===== src/rtl/wb_sram_arb2.sv =====
// Two-master Wishbone arbiter in front of a single SRAM slave port.
// Round-robin grant with cycle locking, plus a watchdog that ends a hung
// strobe with a one-cycle err to the owning master.
module wb_sram_arb2 #(
  parameter int WB_ADDRESS_WIDTH = 32,
  parameter int WB_DATA_WIDTH    = 32,
  parameter int TIMEOUT_CYCLES   = 64
) (
  input  logic                          clk,
  input  logic                          rstn,
  // master 0
  input  logic [WB_ADDRESS_WIDTH-1:0]   m0_adr,
  input  logic [WB_DATA_WIDTH-1:0]      m0_dat_w,
  output logic [WB_DATA_WIDTH-1:0]      m0_dat_r,
  input  logic                          m0_cyc,
  input  logic                          m0_stb,
  input  logic                          m0_we,
  input  logic [WB_DATA_WIDTH/8-1:0]    m0_sel,
  output logic                          m0_ack,
  output logic                          m0_err,
  // master 1
  input  logic [WB_ADDRESS_WIDTH-1:0]   m1_adr,
  input  logic [WB_DATA_WIDTH-1:0]      m1_dat_w,
  output logic [WB_DATA_WIDTH-1:0]      m1_dat_r,
  input  logic                          m1_cyc,
  input  logic                          m1_stb,
  input  logic                          m1_we,
  input  logic [WB_DATA_WIDTH/8-1:0]    m1_sel,
  output logic                          m1_ack,
  output logic                          m1_err,
  // slave
  output logic [WB_ADDRESS_WIDTH-1:0]   s_adr,
  output logic [WB_DATA_WIDTH-1:0]      s_dat_w,
  input  logic [WB_DATA_WIDTH-1:0]      s_dat_r,
  output logic                          s_cyc,
  output logic                          s_stb,
  output logic                          s_we,
  output logic [WB_DATA_WIDTH/8-1:0]    s_sel,
  input  logic                          s_ack,
  input  logic                          s_err
);

  localparam int WD_W = (TIMEOUT_CYCLES > 1) ? $clog2(TIMEOUT_CYCLES) : 1;
  localparam logic [WD_W-1:0] WD_LAST = (TIMEOUT_CYCLES > 0) ? WD_W'(TIMEOUT_CYCLES - 1) : '0;
  localparam bit WD_EN = (TIMEOUT_CYCLES > 0);

  typedef enum logic [1:0] {IDLE, OWN0, OWN1} state_t;

  state_t          state_q, state_d;
  logic            last_gnt_q, last_gnt_d;
  logic [WD_W-1:0] wd_cnt_q, wd_cnt_d;
  logic            timeout_q, timeout_d;
  logic            own_stb;

  // Grant decision: IDLE picks a requester (the one not granted last on a tie),
  // an owner keeps the slave until it drops cyc, then one IDLE cycle follows.
  always_comb begin
    state_d    = state_q;
    last_gnt_d = last_gnt_q;
    case (state_q)
      IDLE: begin
        if (m0_cyc && (!m1_cyc || last_gnt_q)) begin
          state_d    = OWN0;
          last_gnt_d = 1'b0;
        end else if (m1_cyc) begin
          state_d    = OWN1;
          last_gnt_d = 1'b1;
        end
      end
      OWN0:    if (!m0_cyc) state_d = IDLE;
      OWN1:    if (!m1_cyc) state_d = IDLE;
      default: state_d = IDLE;
    endcase
  end

  // Slave-side mux: the owner's request goes through, IDLE parks on m0 with cyc/stb low.
  always_comb begin
    s_adr   = m0_adr;
    s_dat_w = m0_dat_w;
    s_we    = m0_we;
    s_sel   = m0_sel;
    s_cyc   = 1'b0;
    own_stb = 1'b0;
    if (state_q == OWN1) begin
      s_adr   = m1_adr;
      s_dat_w = m1_dat_w;
      s_we    = m1_we;
      s_sel   = m1_sel;
      s_cyc   = m1_cyc;
      own_stb = m1_stb;
    end else if (state_q == OWN0) begin
      s_cyc   = m0_cyc;
      own_stb = m0_stb;
    end
  end

  // The timeout cycle masks the strobe so a late slave ack cannot complete anything.
  assign s_stb = own_stb & ~timeout_q;

  // Responses reach only the owner; the watchdog's err replaces any slave ack.
  always_comb begin
    m0_ack = (state_q == OWN0) & s_ack & ~timeout_q;
    m0_err = (state_q == OWN0) & (s_err | timeout_q);
    m1_ack = (state_q == OWN1) & s_ack & ~timeout_q;
    m1_err = (state_q == OWN1) & (s_err | timeout_q);
  end

  assign m0_dat_r = s_dat_r;
  assign m1_dat_r = s_dat_r;

  // Watchdog: count unanswered strobe cycles; any answer, idle strobe or ownership change restarts it.
  always_comb begin
    wd_cnt_d  = '0;
    timeout_d = 1'b0;
    if (WD_EN && (state_d == state_q) && s_stb && !s_ack && !s_err) begin
      if (wd_cnt_q == WD_LAST) timeout_d = 1'b1;
      else                     wd_cnt_d  = wd_cnt_q + WD_W'(1);
    end
  end

  // State registers; last_gnt resets to 1 so m0 wins the first contention.
  always_ff @(posedge clk or negedge rstn) begin
    if (!rstn) begin
      state_q    <= IDLE;
      last_gnt_q <= 1'b1;
      wd_cnt_q   <= '0;
      timeout_q  <= 1'b0;
    end else begin
      state_q    <= state_d;
      last_gnt_q <= last_gnt_d;
      wd_cnt_q   <= wd_cnt_d;
      timeout_q  <= timeout_d;
    end
  end

endmodule


===== config.mk =====
export PLATFORM = sky130hd
export DESIGN_NAME = wb_sram_arb2
export DESIGN_NICKNAME = d
export VERILOG_FILES = /design/src/rtl/wb_sram_arb2.sv
export SDC_FILE = /design/constraint.sdc
export NUM_CORES = 1
export LEC_CHECK = 0
export CAP_MARGIN = 20
export CORE_AREA = 4 4 121 123
export DETAILED_ROUTE_END_ITERATION = 6
export DIE_AREA = 0 0 125 127
export PLACE_DENSITY = 0.65
export SKIP_CTS_REPAIR_TIMING = 1
export SLEW_MARGIN = 25
export SYNTH_ARGS = -nofsm -noshare
export SYNTH_HDL_FRONTEND = slang
export SYNTH_SLANG_ARGS = --single-unit

===== constraint.sdc =====
create_clock -name clk -period 1.6 [get_ports clk]
set_clock_uncertainty 0.15 [all_clocks]
set_input_delay 0.32 -clock clk [delete_from_list [all_inputs] [get_ports clk]]
set_output_delay 0.32 -clock clk [all_outputs]
set_load 0.05 [all_outputs]

==> flow_summary.ini <==
[outcome]
status = finished, violations left
violations = negative setup slack

[critical_path]
rr_worst_depth = 4
cp_slowest_cell = dfrtp_1
path_cells = and2b_4 -> buf_12 -> nand2_1 -> nand2_4 -> buf_12
cp_max_fo = 28
worstSetupEndpointType = primary output
slowest_delay_ns = 0.40
critPathKind = reg2out
required_ns = 1.13
cp.arrival_ns = 1.51
cpMostUsedCell = buf_12
r2r_slack_ns = -0.19
worst_setup_path_start_kind = register
worst_r2r_startpoint = state_q[1]
r2r-end = wd_cnt_q[2]

[routing]
drt_iter0_markers = 83
dr.pass1.iters = 4
viasPerCell = 3.943
vias = 2685
post_drt_wl_per_cell_um = 14.54
wl_mm = 9.901
drcViolationCount = 0
detail-route-antenna-nets = 0

[synthesis]
yosysTopAreaCellShare_pct = 41.58
synth_edf_count = 0
ys_seq_area_share_pct = 13.33
yosys-top-cells-count = 209 x nand2_1, 64 x buf_4, 9 x clkbuf_1, 9 x dfrtp_1
ys_ff_latch = 10
synth_area_leader_cell = nand2_1
yosys_most_used_dff = dfrtp_1
yosysWarnings = 0
syn_inst = 341
synth-async-reset-ratio_pct = 100.0
avgSynthCellArea_sq_um = 5.533
yosys.cell_count.top_type = nand2_1
synth_area_sq_um = 1887
synth.distinct_cells = 31
ys_top_cells_by_area = nand2_1 42%, buf_4 25%, dfrtp_1 12%
synth_nets = 520

[finish]
fillers = 1347
final_nets = 681
drive_gt1_share_pct = 39.92
fin_util_pct = 37.89
stdcell_area_sq_um = 5177
antennaDiodeCount = 0
syn_to_final_growth_pct = 174.4

[placement]
dp_hpwl_mm = 8.062
io_buffers = 220
place.gp.congestion = 0.8393
placed_cell_area_sq_um = 4982
pre_cts_slack_ns = -0.3591

[clock_network]
clockBufferDepth = 2
tritoncts = done
clkTransAtPathRegs_ns = 0.04
cts-htree-levels = 1
clock_latency_ns = 0.24
cts-buffers-inserted = 3
cts_sinks = 10
cts-root-buf = clkbuf_16

[die]
die_h_um = 127
dieArea_sq_um = 15880
core.rowCount = 43
start_util_pct = 13.81
ioPinCount = 317
die_x_um = 125
coreArea_sq_um = 13670

[global_routing]
track_usage_pct = 11.36
grt-ovfl-total = 0
grt_max_degree = 44
grt_pass1_wl_mm = 15.06
antenna_found_initial = 0
first_global_vias = 2862

[sta]
layout_min_cycle_time_ns = 1.984
fmax_mhz = 504.1
fin_ws_ns = -0.3838
worst_pin_slew_ns = 0.4524
rsz0062_at_grt = yes
hold_viol = 0
finalSetupViolations = 82
maxSlewHeadroom_pct = 69.75
drv_slew = 0
period_share_pct = 124.0

[pwr]
p_leak_uw = 0.002298
vdd_drop_max_uv = 587.2
power_density_nw_per_um2 = 1047

[worst_hold_path]
hp-class = in2async

[flow_run]
maxCapViolations = 0
worst max-delay path, delay by kind of cell, from the launching register on:
kind                   cells  cell delay [ns]
and+or+nand+nor            3             0.54
DFF                        1             0.40
buffers and inverters      2             0.32
placed cells by master, fill, tap and decap left out, types with 3 or more instances in the layout:
cell             Yosys  layout
nor4_2               2       3
nand3b_1             3       3
nand2_4              0      15
buf_4               64      11
nor2_4               0       4
dfrtp_1              9       9
nand2_2              0      69
nand2_1            209     125
buf_12               0      79
clkbuf_16            0       4
clkdlybuf4s50_1      0     143
nor2_1               7       3
per-layer routing:
layer	track usage, %	vias up	wire [um]
li1	-	1299	-
met1	13.44	1211	3874
met2	19.61	157	4888
met3	4.599	18	1018
met4	2.168	0	120
met5	0	-	0
where the power goes:
part | total, uW | switching [uW] | internal [uW]
clock | 496 | 120 | 376
combinational | 4610 | 2460 | 2150
sequential | 309 | 22.6 | 287
state kept, by name, summed over array words and instances, names as in the netlist:
name / flops
state_q: 2
wd_cnt_q: 6
last_gnt_q: 1
timeout_q: 1
final cells by class:
cell class	instances	area [sq um]	area share, %
clock buffers	4	88.84	1.716
flip-flops and latches	10	251.5	4.857
repair buffers	236	3146	60.75
multi-input cells	250	1463	28.25
well taps	180	225.2	4.350
inverters	1	3.754	0.07250
metrics by stage:
stage / cells / power [uW] / hold WS [ns] / TNS (ns)
after floorplan: 341 / 2968 / -0.1256 / -9.751
after global placement: 676 / 4840 / 0.3487 / -10.25
after detailed placement: 676 / 4876 / 0.3657 / -11.99
after CTS: 680 / 5402 / 0.2682 / -29.75
after global routing: 681 / 5652 / 0.3011 / -31.59
final: 681 / 5420 / 0.2503 / -25.98
cells by family after synthesis:
group / share of synthesized area (%)
AOI/OAI and AO/OA: 3.714
xor gates and xnor gates: 1.393
adders and majority gates: 0.6630
buffers and inverters: 29.31
DFF: 13.33
muxes: 0.5305
and+or+nand+nor: 51.06
how the worst max path moves through the flow:
stage,depth (start not counted),to,from
final,5,s_adr[24],state_q[0]
after detailed placement,4,wd_cnt_q[2],m0_stb
after floorplan,4,m1_ack,state_q[1]
after CTS,5,s_dat_w[26],state_q[0]
after global placement,6,wd_cnt_q[3],m0_cyc
after global routing,5,s_adr[24],state_q[0]
Power figures use the tool's default switching activity.
